===== config.mk =====
export PLATFORM = sky130hd
export DESIGN_NAME = fetch_stage
export DESIGN_NICKNAME = d
export VERILOG_FILES = /design/src/rtl/fetch_stage.sv
export SDC_FILE = /design/constraint.sdc
export NUM_CORES = 1
export LEC_CHECK = 0
export ABC_AREA = 1
export CAP_MARGIN = 40
export CORE_UTILIZATION = 34
export CTS_CLUSTER_DIAMETER = 60
export DETAILED_ROUTE_END_ITERATION = 6
export GPL_TIMING_DRIVEN = 0
export MAX_ROUTING_LAYER = met4
export PLACE_DENSITY_LB_ADDON = 0.2
export REMOVE_ABC_BUFFERS = 1
export SLEW_MARGIN = 20
export SYNTH_ARGS = -nofsm -noshare
export SYNTH_HDL_FRONTEND = slang
export SYNTH_SLANG_ARGS = --single-unit

===== constraint.sdc =====
create_clock -name clk -period 2.2 [get_ports clk]
set_input_delay 0.22 -clock clk [delete_from_list [all_inputs] [get_ports clk]]
set_output_delay 0.22 -clock clk [all_outputs]
set_load 0.02 [all_outputs]

===== src/rtl/fetch_stage.sv =====
// Instruction-fetch stage: owns the PC, addresses Instr_Mem and loads the IF/ID register.
// Handles stall, branch redirect, halt on a zero word, and counts retired fetches.
module fetch_stage #(
    parameter logic [31:0] RESET_PC     = 32'h0000_0000,
    parameter logic [31:0] NOP_INSTR    = 32'h0000_0013,
    parameter bit          HALT_ON_ZERO = 1'b1
) (
    input  logic        clk,
    input  logic        rst,
    input  logic        stall,
    input  logic        branch_taken,
    input  logic [31:0] branch_target,
    output logic [31:0] imem_addr,
    input  logic [31:0] imem_instr,
    output logic [31:0] if_id_pc,
    output logic [31:0] if_id_pc4,
    output logic [31:0] if_id_instr,
    output logic        if_id_valid,
    output logic        halted,
    output logic        misalign_err,
    output logic [31:0] fetch_count
);

    localparam int unsigned XLEN = 32;
    localparam logic [XLEN-1:0] PC_STEP    = XLEN'(4);
    localparam logic [XLEN-1:0] ALIGN_MASK = ~XLEN'(3);

    typedef enum logic [1:0] {
        BOOT = 2'd0,
        RUN  = 2'd1,
        HALT = 2'd2
    } state_t;

    state_t          state;
    logic [XLEN-1:0] pc;

    // Instruction memory is addressed straight from the PC register.
    assign imem_addr = pc;

    // Sequencer, PC and IF/ID register; redirect beats stall beats normal fetch.
    always_ff @(posedge clk or negedge rst) begin
        if (!rst) begin
            state        <= BOOT;
            pc           <= RESET_PC;
            if_id_pc     <= '0;
            if_id_pc4    <= '0;
            if_id_instr  <= NOP_INSTR;
            if_id_valid  <= 1'b0;
            halted       <= 1'b0;
            misalign_err <= 1'b0;
            fetch_count  <= '0;
        end else begin
            case (state)
                BOOT: begin
                    // Give Instr_Mem one cycle on the reset PC before capturing.
                    state <= RUN;
                end

                RUN: begin
                    if (branch_taken) begin
                        pc          <= branch_target & ALIGN_MASK;
                        if_id_instr <= NOP_INSTR;
                        if_id_valid <= 1'b0;
                        if (branch_target[1:0] != 2'b00) begin
                            misalign_err <= 1'b1;
                        end
                    end else if (stall) begin
                        // Hazard hold: nothing moves.
                    end else if (HALT_ON_ZERO && (imem_instr == '0)) begin
                        state       <= HALT;
                        halted      <= 1'b1;
                        if_id_instr <= NOP_INSTR;
                        if_id_valid <= 1'b0;
                    end else begin
                        if_id_pc    <= pc;
                        if_id_pc4   <= pc + PC_STEP;
                        if_id_instr <= imem_instr;
                        if_id_valid <= 1'b1;
                        pc          <= pc + PC_STEP;
                        fetch_count <= fetch_count + XLEN'(1);
                    end
                end

                HALT: begin
                    // Only a redirect (or reset) restarts fetching.
                    if (branch_taken) begin
                        state       <= RUN;
                        halted      <= 1'b0;
                        pc          <= branch_target & ALIGN_MASK;
                        if_id_instr <= NOP_INSTR;
                        if_id_valid <= 1'b0;
                        if (branch_target[1:0] != 2'b00) begin
                            misalign_err <= 1'b1;
                        end
                    end
                end

                default: begin
                    state <= BOOT;
                end
            endcase
        end
    end

endmodule


# ---- Yosys cells after proc, flatten, opt, wreduce, memory -nomap -nowiden
# Index checks and enable logic that the tools add are counted.
dict set report totals {
  regBits 165
  out_inout_bits 163
  word_cells 57
}
dict set report op_classes {
  n_addsub 2
  n_eq_ne 8
  n_mux 24
  n_bitwise 3
  n_reduce_logical 11
}
# op n
set ops {}
lappend ops {{32-bit two-way mux} 8}
lappend ops {{32-bit case mux with 2 select lines} 2}
lappend ops {{32-bit by 1-bit adder with 32-bit output (second input constant)} 1}
lappend ops {{32-bit by 3-bit adder with 32-bit output (second input constant)} 1}
lappend ops {{32-bit logical NOT} 1}
lappend ops {{4-bit AND reduction} 3}
lappend ops {{2-bit two-way mux} 4}
lappend ops {{2-bit inequality test (second input constant)} 4}
lappend ops {{1-bit two-way mux} 7}
lappend ops {{3-bit inequality test (second input constant)} 2}
lappend ops {{2-bit case mux with 3 select lines} 1}
lappend ops {{3-bit AND reduction} 2}
lappend ops {{5-bit AND reduction} 1}
lappend ops {{1-bit case mux with 2 select lines} 2}
lappend ops {{2-bit nonzero test} 2}
lappend ops {{1-bit NOT} 3}
lappend ops {{2-bit by 1-bit equality test with 1-bit output (second input constant)} 1}
lappend ops {{2-bit equality test (second input constant)} 1}
lappend ops {{2-bit logical NOT} 1}
lappend ops {{2-bit OR reduction} 1}

# ---- Logic depth before layout (Yosys ltp)
# Gate-level depths: netlist (run 1).
dict set report depth {
  depth_word 5
  depth_mapped 12
}

# ---- Worst setup path after synthesis (run 1)
# Ideal clock, no wire load.
dict set report synth_timing {
  path_type {register -> register}
  from {register pc[2] (netlist: imem_addr[2])}
  to {register pc[28] (netlist: imem_addr[28])}
  setup_ns 0.119
  arrival_time_ns 1.550
  required_ns 2.081
  path_slack_ns 0.532
  stages_incl_launch_ff 11
  period_less_slack_ns 1.668
  path_cell_list {dfrtp_1 > ha_1 > nand3_2 > nor2_4 > nand2_1 > inv_1 > nand2_1 > nand2_1 > nand3_1 > nand4_1 > nand2_1}
}
dict set report synth_via {
  elab_chain_cells 5
}
# item line_no
set synth_rtl {}
lappend synth_rtl {{start: declaration} 35} ;# logic [XLEN-1:0] pc;
lappend synth_rtl {{start signal: assignment} 61} ;# pc <= branch_target & ALIGN_MASK;
lappend synth_rtl {{start signal: assignment} 79} ;# pc <= pc + PC_STEP;
lappend synth_rtl {{start signal: assignment} 89} ;# pc <= branch_target & ALIGN_MASK;
lappend synth_rtl {{32-bit by 3-bit adder with 32-bit output} 79}
lappend synth_rtl {{32-bit two-way mux} 69} ;# end else if (HALT_ON_ZERO && (imem_instr == '0)) begin
lappend synth_rtl {{32-bit two-way mux} 67} ;# end else if (stall) begin
lappend synth_rtl {{32-bit two-way mux} 60} ;# if (branch_taken) begin
lappend synth_rtl {{32-bit case mux with 2 select lines} 53} ;# case (state)
# No other way between the ends. The select of a mux whose other input is x is not followed.
# A chain may end at the register's enable or synchronous reset.

# ---- Final worst setup path (run 1)
dict set report layout_timing {
  from {register state[1]}
  to {register if_id_pc[15]}
}
dict set report layout_via {
  elab_chain_cells 2
}
# item line_no
set layout_rtl {}
lappend layout_rtl {{start: declaration} 34} ;# state_t state;
lappend layout_rtl {{start signal: assignment} 43} ;# state <= BOOT;
lappend layout_rtl {{start signal: assignment} 56} ;# state <= RUN;
lappend layout_rtl {{start signal: assignment} 70} ;# state <= HALT;
lappend layout_rtl {{2-bit by 1-bit equality test with 1-bit output} 53}
lappend layout_rtl {{4-bit AND reduction (no source line)} -}
lappend layout_rtl {{end signal: assignment} 75} ;# if_id_pc <= pc;
lappend layout_rtl {{end: declaration} 15} ;# output logic [31:0] if_id_pc,
# No other way between the ends.

==> results.md, run 1 <==
- Crit path max fanout: 34
- GPL Wtd Cong: 0.882
- Num rows: 56
- Status: finished clean
- CTS Buffer Depth: 2
- Pleak: 5.33 nW
- H-tree levels: 4
- Worst vdd ir: 0.459 mV
- Max cap viols: 0
- Number of cells on the worst reg-to-reg path: 10
- Synth cell count leaders: nand2_1, dfrtp_1, nor2_1
- Routed WL: 26.3 mm
- Pins Over Slew Limit: 0
- Die ar.: 24900 um^2
- Ys flop type: dfrtp_1
- Slew @ Worst Pin: 0.595 ns
- Distinct cells, synth: 32
- CTS tree: yes
- Layout Nets: between 1000 and 1500
- Final setup fails: 0
- WS Path Type: reg2reg
- CP max stage cell: dfrtp_1
- Drt first pass iters: 5
- Global-route wire length before repair: 40.7 mm
- Worst path most repeated cell: buf_4
- Most frequent cell after synthesis: nand2_1
- Async SR Flop Fraction: 1.00
- Vias in the first global route: 7419
- Share of the yosys chip area belonging to registers: 0.483
- Synthesis-stage register bit count: 159
- Chip Width: 158 um
- Io pins: 231
- Initial antenna violation count: 2
- Fraction of layout cells with a size suffix above 1: 0.0637
- Core area: approximately 24000 um^2
- Via count: 7810
- Overall power: 9.28 mW
- Port Buffers: approximately 220
- Slew HR: 0.603
- Clk sinks: about 160
- Synth warn: 0
- DRC: 0
- Antenna-violating nets left: 0
- Number of flops mapped to enable cells by yosys: 0
- Layout area overhead: 40.1%
- Fin crit share: 0.968
- Cell count after synthesis: between 1000 and 1500
- Vias per Instance: 4.67
- Top post-synthesis cells by area: dfrtp_1, nand2_1, nor2_1, o21ai_0, xor2_1
- Total CTS buffers: 17
- Routed length per instance: 15.8 um
- Largest net degree at the start of global routing: roughly 70
- Peak Freq: 470 MHz
- Critical Path, Cell by Cell: inv_1 > ha_1 > inv_2 > or2_0 > nor2_4 > buf_4 > buf_4 > nand2_8 > nand2_1 > o21ai_0
- Grt total ovfl: 0
- Clk_lat worst skew: 0.42 ns
- Final Hold Viols: 0
- CP Buf/Inv Count: 4
- Critical Path End Type: flop
- Share of the synthesized area in the top cell type: 0.473
- RSZ-0062 raised after global routing: yes
- Hold WC Path Type: in2async
- Top Family by Delay on Critical Path: simple AND/OR/NAND/NOR gates
- Worst Setup Start Kind: flop
- Reg clk slew, reported paths: 0.06 ns
- WP data arrival: roughly 2.4 ns
- Critical Path RT: 2.49 ns
- Root Driver: clkbuf_16
- Initial core utilization: 0.349
- Final min period: 2.13 ns
- Worst hold slack: 0.279 ns
- GRT Total Usage: 0.222
- RR Startpoint: state[1]
- Clock skew: approximately 0.011 ns
- Slowest stage delay, CP: roughly 0.4 ns
- Cell Area, Synth: 8250 um^2
- Syn avg cell area: 7.40 um^2
- R2R setup slack: 0.07 ns
- Crit Reg-Reg Endpoint: if_id_pc[15]
- Most area-hungry cell type in the Yosys netlist: dfrtp_1
- HPWL after DPL: 18.0 mm
- PwrDens: about 800 nW/um^2
- Die H: 158 um
- Detailed Route Iter0 Violations: ~460
-- what timing repair did --
action,in CTS,in global routing
setup endpoints to repair,117,90
cloned,3,1
endpoints found under the hold margin,50,0
pin swaps,4,2
buffers inserted,6,0
resized for setup,11,6
hold buffers,1,0
-- registers in the layout (all words and copies together) (netlist names) --
register,flops
fetch_count,32
if_id_pc4,30
imem_addr,30
halted,1
misalign_err,1
if_id_instr,32
if_id_valid,1
state,2
if_id_pc,30
-- worst max-delay path by stage --
stage | depth (start not counted) | from | slack [ns] | to
after floorplan | 9 | state[1] | -0.33 | if_id_instr[10]
after global placement | 1 | rst | -6.05 | imem_addr[26]
after detailed placement | 9 | branch_taken | -1.04 | imem_addr[20]
after CTS | 8 | state[1] | -0.10 | if_id_pc[31]
after global routing | 10 | state[0] | -0.11 | imem_addr[11]
final | 10 | state[1] | 0.07 | if_id_pc[15]
-- routing by layer --
metal | vias to the layer above | GRT usage | share of wire
li1 | 3916 | - | -
met1 | 3669 | 0.297 | 0.47
met2 | 211 | 0.341 | 0.46
met3 | 14 | 0.0506 | 0.064
met4 | 0 | 0.0522 | 0.0081
met5 | - | - | 0
-- cells in the final DEF (no fill, tap or decap), types with 2 or more instances in the layout --
cell	netlist	layout
nand3_1	39	38
or2_2	11	11
clkinvlp_4	0	6
nor2_2	6	4
nand4_1	18	18
clkdlybuf4s50_1	0	223
buf_16	0	3
inv_2	7	5
nor3_1	12	12
o21ai_1	23	27
xor2_1	29	29
mux2i_1	2	2
dfrtp_1	156	155
nand3_2	1	2
bufinv_16	0	3
buf_12	0	2
dfstp_2	3	3
diode_2	0	2
ha_1	6	5
nand3b_1	4	4
clkbuf_16	0	17
nor2_1	100	100
buf_8	0	2
nand2_8	0	3
nand2_1	516	515
conb_1	1	6
xnor2_1	7	7
inv_1	62	62
buf_4	6	6
nand2_2	2	2
o21ai_0	59	55
inv_6	0	4
nor2_4	2	5
nand2_4	1	2
-- cell type report --
type                    instances  area [um^2]
diodes                          2         5.00
clock buffers                  19          443
clock inverters                12          161
fillers                      2411        12100
inverters                      69          269
multi-input cells             853         3850
flip-flops and latches        159         3980
well taps                     319          399
repair buffers                238         2450
-- worst register-to-register path, cell delays in order, from the launching register on --
cell,delay (ns)
dfrtp_1,0.40
inv_1,0.10
ha_1,0.27
inv_2,0.06
or2_0,0.24
nor2_4,0.25
buf_4,0.17
buf_4,0.12
nand2_8,0.17
nand2_1,0.11
o21ai_0,0.08
-- report_power, final --
part	switching, mW	leakage [nW]	internal [mW]	total (mW)
clock	1.26	0.274	1.82	3.08
sequential	0.391	2.02	3.33	3.72
combinational	1.37	3.03	1.11	2.48
total	3.02	5.33	6.26	9.28
-- cells by family after synthesis --
family,Yosys count,share of synthesized area
DFF,159,0.483
and+or+nand+nor,715,0.351
muxes,2,0.00243
xor gates and xnor gates,36,0.0382
adders and majority gates,6,0.00910
buffers and inverters,112,0.0649
AOI/OAI and AO/OA,84,0.0513
other,1,0.000455
-- per-stage QoR --
step	TNS, ns	setup WS [ns]	utilization	area (um^2)	instances
2_1_floorplan	-24.97	-0.331	-	7990	1077
3_3_place_gp	-1121.26	-6.05	0.450	10600	1620
3_5_place_dp	-75.34	-1.04	0.457	10800	1626
4_1_cts	-5.06	-0.102	0.488	11500	1667
5_1_grt	-1.75	-0.108	0.490	11600	1671
6_report	0	0.0711	0.490	11600	1671
Power figures use the tool's default switching activity.
==> run 2, diff against run 1 <==
clock period = 2.13 ns   (was 2.2 ns; I/O delays follow)
==> run 2 against run 1 <==
  * Die area stayed put
  * Non-clock buffer count increased by 3
  * Design area increased by 1.0%
  * Flip-flop and latch count unchanged
  * First-iteration DRC count is 12% higher
  * Cell count rose by 0.36%
  * Via count grew 1.1%
  * Sequential power up 3%
==> results.md, run 2 (same netlist as run 1, synthesis figures left out) <==
- Critical Path RT: 2.46 ns (was 2.49 ns)
- Worst hold slack: 0.271 ns (was 0.279 ns)
- Initial core utilization: 0.349 (unchanged)
- Pins Over Slew Limit: 0 (unchanged)
- Peak Freq: 488 MHz (was 470 MHz)
- Routed WL: 27.7 mm (was 26.3 mm)
- Routed length per instance: 16.5 um (was 15.8 um)
- Logic pwr share: 0.269 (was 0.267)
- Commonest non-fill, non-tap cell in the layout: nand2_1 (unchanged)
- Sw Ratio: 0.328 (was 0.326)
- Die H: 158 um (unchanged)
- Global-route wire length before repair: 40.6 mm (was 40.7 mm)
- Placed Cells: 1626 (unchanged)
- Final Non-Filler Cells: 1677 (was 1671)
- Clk_lat worst skew: 0.42 ns (about the same)
- CTS Buffer Depth: 2 (unchanged)
- R2R setup slack: 0.08 ns (was 0.07 ns)
- Slew HR: 0.594 (was 0.603)
- H-tree levels: 4 (unchanged)
- Pleak: 5.37 nW (was 5.33 nW)
- Hold WC Path Type: in2async (unchanged)
- Layout Nets: 1418 (was 1412)
- Slew @ Worst Pin: 0.608 ns (was 0.595 ns)
- GRT Total Usage: 0.222 (about the same)
- Vias per Instance: 4.71 (was 4.67)
- Status: finished clean (unchanged)
- Most frequent cells in the layout: nand2_1, clkdlybuf4s50_1, dfrtp_1 (unchanged)
- Root Driver: clkbuf_16 (unchanged)
- Detailed Route Iter0 Violations: 515 (was 458)
- WS Path Type: reg2reg (unchanged)
- Crit path max fanout: 17 (was 34)
- RSZ-0062 raised after global routing: yes (unchanged)
- PwrDens: 824 nW/um^2 (was 803 nW/um^2)
- NetSw: 3.15 mW (was 3.02 mW)
- Reg clk slew, reported paths: 0.06 ns (about the same)
- Final setup fails: 0 (unchanged)
- Fraction of layout cells with a size suffix above 1: 0.0686 (was 0.0637)
- Largest net degree at the start of global routing: 68 (unchanged)
- Critical Path, Cell by Cell: inv_1 > ha_4 > inv_2 > or2_0 > nor2_4 > buf_12 > buf_4 > nand2_4 > o21ai_0 (was inv_1 > ha_1 > inv_2 > or2_0 > nor2_4 > buf_4 > buf_4 > nand2_8 > nand2_1 > o21ai_0)
- Num rows: 56 (unchanged)
- Grt total ovfl: 0 (unchanged)
- Worst vdd ir: 0.477 mV (was 0.459 mV)
- Die ar.: 24900 um^2 (unchanged)
- GPL Wtd Cong: 0.882 (unchanged)
- HPWL after DPL: 18.0 mm (unchanged)
- WP data arrival: 2.38 ns (was 2.42 ns)
- Seq pwr share: 0.399 (was 0.401)
- Int Pwr: 6.47 mW (was 6.26 mW)
- CP max stage cell: dfrtp_1 (unchanged)
- Slowest stage delay, CP: 0.42 ns (was 0.40 ns)
- RR Startpoint: state[1] (unchanged)
- Worst Setup Start Kind: flop (unchanged)
- Drt first pass iters: 4 (was 5)
- Initial antenna violation count: 2 (unchanged)
- Number of cells on the worst reg-to-reg path: 9 (was 10)
- Clock Power Share: 0.332 (about the same)
- Port Buffers: 224 (unchanged)
- Clk sinks: 159 (unchanged)
- Core area: 23600 um^2 (unchanged)
- DRC: 0 (unchanged)
- Chip Width: 158 um (unchanged)
- Total CTS buffers: 17 (unchanged)
- Layout area overhead: 41.5% (was 40.1%)
- Antenna-violating nets left: 0 (unchanged)
- Io pins: 231 (unchanged)
- Final Hold Viols: 0 (unchanged)
- Clock skew: 0.0105 ns (was 0.0111 ns)
- CTS tree: yes (unchanged)
- Vias in the first global route: 7408 (was 7419)
- Final min period: 2.05 ns (was 2.13 ns)
- Max cap viols: 0 (unchanged)
- Crit Reg-Reg Endpoint: if_id_pc[15] (unchanged)
- Fin crit share: 0.962 (was 0.968)
- Via count: 7897 (was 7810)
- Biggest regs: fetch_count: 32 flops, if_id_instr: 32 flops (unchanged)
- Critical Path End Type: flop (unchanged)
==> run 2: cell count changes in the layout (fill, tap and decap cells not counted), moves of 2 or more <==
cell,delta
o21ai_0,+4
o21ai_1,-4
buf_4,+2
ha_4,+2
nand2_4,+2
==> run 2: critical path, delay by kind of cell, from the launching register on <==
| family | cells | cell delay (ns) |
|---|---|---|
| AND/OR/NAND/NOR | 3 | 0.62 |
| buffers and inverters | 4 | 0.49 |
| flip-flops | 1 | 0.42 |
| AO/OA/AOI/OAI | 1 | 0.23 |
| adder cells (fa/ha/maj) | 1 | 0.18 |
==> run 2: metal layers <==
metal  track usage  routed length, um  vias up
met4        0.0522                279        0
met5             -                  0        -
li1              -                  -     3934
met3        0.0506               1690       20
met2         0.340              12600      211
met1         0.296              13100     3732
==> run 2: how the worst max path moves through the flow <==
stage                  from              end  slack [ns]  cells after the start
6_report           state[1]     if_id_pc[15]        0.08                      9
5_1_grt            state[0]     imem_addr[2]       -0.03                      8
4_1_cts            state[1]   fetch_count[8]        0.02                     10
3_5_place_dp   branch_taken    imem_addr[20]       -1.10                      9
3_3_place_gp            rst    imem_addr[26]       -6.11                      1
2_1_floorplan      state[1]  if_id_instr[10]       -0.40                      9
==> run 2: through the flow <==
step	area (um^2)	TNS [ns]	util	setup WS [ns]	power [mW]
final	11700	0	0.495	0.0805	9.62
after global routing	11700	-0.0314	0.495	-0.0314	10.1
after CTS	11500	0	0.489	0.0172	9.70
after detailed placement	10800	-85.25	0.457	-1.10	6.43
after global placement	10600	-1141.14	0.450	-6.11	6.37
after floorplan	7990	-32.53	-	-0.401	5.02
==> run 2: power by group through the flow <==
| stage | Sequential [mW] | Clock, mW | Combinational (mW) |
|---|---|---|---|
| finish | 3.84 | 3.19 | 2.59 |
| global route | 3.91 | 3.40 | 2.82 |
| CTS | 3.84 | 3.27 | 2.59 |
| detailed placement | 3.89 | 0 | 2.54 |
| global placement | 3.89 | 0 | 2.49 |
| floorplan | 4.32 | 0 | 0.706 |
==> run 2: cell type report <==
cell class,count,area (um^2)
Clock buffer,19,443
Tap cell,319,399
Antenna cell,2,5.00
Multi-Input combinational cell,856,3910
Clock inverter,12,161
Sequential cell,159,3980
Timing Repair Buffer,241,2500
Fill cell,2405,11900
Inverter,69,274
==> run 2: what timing repair did <==
item / CTS / global route
hold buffers: 1 / 0
hold endpoints to repair: 50 / 0
pin swaps: 4 / 3
setup endpoints to repair: 151 / 89
gates resized for setup: 15 / 5
setup buffers: 5 / 4
cloned: 3 / 5
==> run 3, diff against run 2 <==
PLACE_DENSITY = 0.61   (was unset)
PLACE_DENSITY_LB_ADDON = unset   (was 0.2)
==> run 3 against run 2 <==
  * First-iteration DRC count shrank 22%
  * Sequential share of layout area increased by 0.095 points
  * Clock power is 3% lower
  * Core utilization down 0.14 points
  * Critical path depth grew 1
  * Sequential power about the same
  * Critical endpoint is now if_id_pc[9]
  * Largest cell class unchanged
  * Largest power group unchanged
  * Highest routed layer unchanged
==> results.md, run 3 (same netlist as run 1, synthesis figures left out) <==
- Global-route wire length before repair: 42.5 mm (was 40.6 mm)
- Worst vdd ir: 0.492 mV (was 0.477 mV)
- Reg area: 3980 um^2 (unchanged)
- WP data arrival: 2.31 ns (was 2.38 ns)
- Reg clk slew, reported paths: 0.08 ns (was 0.06 ns)
- Setup TNS Final: 0 ns (unchanged)
- Overall power: 9.53 mW (was 9.62 mW)
- Die ar.: 24900 um^2 (unchanged)
- Initial antenna violation count: 2 (unchanged)
- Clk_lat worst skew: 0.44 ns (was 0.42 ns)
- Vias per Instance: 4.70 (was 4.71)
- Hold WC Path Type: in2reg (was in2async)
- Clock skew: 0.0134 ns (was 0.0105 ns)
- Most frequent cells in the layout: nand2_1, clkdlybuf4s50_1, dfrtp_1 (unchanged)
- Area of the multi-input gates: 3910 um^2 (unchanged)
- Slew HR: 0.520 (was 0.594)
- Fillers: 2355 (was 2405)
- Largest net degree at the start of global routing: 91 (was 68)
- R2R setup slack: 0.14 ns (was 0.08 ns)
- Vias in the first global route: 7796 (was 7408)
- Fin crit share: 0.934 (was 0.962)
- GPL Wtd Cong: 0.901 (was 0.882)
- Io pins: 231 (unchanged)
- PwrDens: 819 nW/um^2 (was 824 nW/um^2)
- Root Driver: clkbuf_16 (unchanged)
- Routed length per instance: 16.3 um (was 16.5 um)
- Routed WL: 27.3 mm (was 27.7 mm)
- Final min period: 1.99 ns (was 2.05 ns)
- Final setup fails: 0 (unchanged)
- Grt total ovfl: 0 (unchanged)
- Antenna-violating nets left: 0 (unchanged)
- Worst Setup Start Kind: flop (unchanged)
- HPWL after DPL: 18.4 mm (was 18.0 mm)
- CTS Buffer Depth: 2 (unchanged)
- Layout Nets: 1413 (was 1418)
- CTS tree: yes (unchanged)
- Initial core utilization: 0.349 (unchanged)
- Biggest regs: fetch_count: 32 flops, if_id_instr: 32 flops (unchanged)
- Final Hold Viols: 0 (unchanged)
- Clk sinks: 159 (unchanged)
- Crit path max fanout: 17 (unchanged)
- Layout area overhead: 41.1% (was 41.5%)
- DRC: 0 (unchanged)
- Core area: 23600 um^2 (unchanged)
- H-tree levels: 4 (unchanged)
- Detailed Route Iter0 Violations: 400 (was 515)
- Chip Width: 158 um (unchanged)
- Pins Over Slew Limit: 0 (unchanged)
- Status: finished clean (unchanged)
- Port Buffers: 224 (unchanged)
- Num rows: 56 (unchanged)
- Pleak: 5.36 nW (was 5.37 nW)
- Drt first pass iters: 5 (was 4)
- Critical Path RT: 2.45 ns (was 2.46 ns)
- Total CTS buffers: 17 (unchanged)
- Die H: 158 um (unchanged)
- Max cap viols: 0 (unchanged)
- Via count: 7869 (was 7897)
- Slew @ Worst Pin: 0.720 ns (was 0.608 ns)
- Critical Path End Type: flop (unchanged)
- WS Path Type: reg2reg (unchanged)
- Commonest non-fill, non-tap cell in the layout: nand2_1 (unchanged)
- GRT Total Usage: 0.232 (was 0.222)
- Peak Freq: 503 MHz (was 488 MHz)
- Fraction of layout cells with a size suffix above 1: 0.0666 (was 0.0686)
## run 3: worst max-delay path, cell delays in order, from the launching register on
cell	delay [ns]
dfrtp_1	0.42
inv_1	0.16
ha_4	0.18
inv_2	0.05
or2_0	0.25
nor2_4	0.20
buf_12	0.18
buf_4	0.14
nand2_8	0.12
nand2_1	0.11
o21ai_0	0.07
## run 3: area by class of cell
class                   instances  share of cell area
diodes                          2            0.000430
clock buffers                  17              0.0365
clock inverters                15              0.0136
inverters                      69              0.0254
multi-input cells             854               0.336
flip-flops and latches        159               0.342
well taps                     319              0.0343
repair buffers                238               0.212
## run 3: timing repair
item                                   CTS  global route
setup endpoints to repair              145           135
setup buffers                            7             2
endpoints found under the hold margin   87             0
resized for setup                       18             9
hold buffers                             1             0
pin swaps                                4             3
cloned                                   4             1
## run 3: worst paths after layout
| kind | from | to | cells past startpoint |
|---|---|---|---|
| worst max-delay path | state[1] | if_id_pc[9] | 10 |
| worst min-delay path | imem_instr[9] | if_id_instr[9] | 3 |
| worst max register to register | state[1] | if_id_pc[9] | 10 |
| worst min register to register | if_id_pc4[18] | if_id_pc4[18] | 2 |
| max in group asynchronous | rst | if_id_instr[1] | 3 |
| min in group asynchronous | rst | fetch_count[18] | 2 |
## run 3: power by group
group	internal (mW)	switching [mW]
clock network	1.58	1.51
registers	3.43	0.410
logic	1.15	1.45
total	6.16	3.37
## run 3: metal layers
layer	routed length (um)	track usage	vias up
met1	12300	0.300	3674
met5	0	-	-
met3	2150	0.0654	31
li1	-	-	3924
met4	437	0.0638	0
met2	12500	0.354	240
## run 3: per-stage QoR
step	hold WS, ns	area, um^2	setup WS (ns)	std cells	utilization
after global routing	0.342	11600	-0.00326	1673	0.493
after global placement	0.457	10600	-6.15	1620	0.450
final	0.324	11600	0.140	1673	0.493
after CTS	0.316	11600	0.00443	1668	0.489
after floorplan	-0.0826	7990	-0.401	1077	-
after detailed placement	0.291	10800	-0.969	1624	0.456
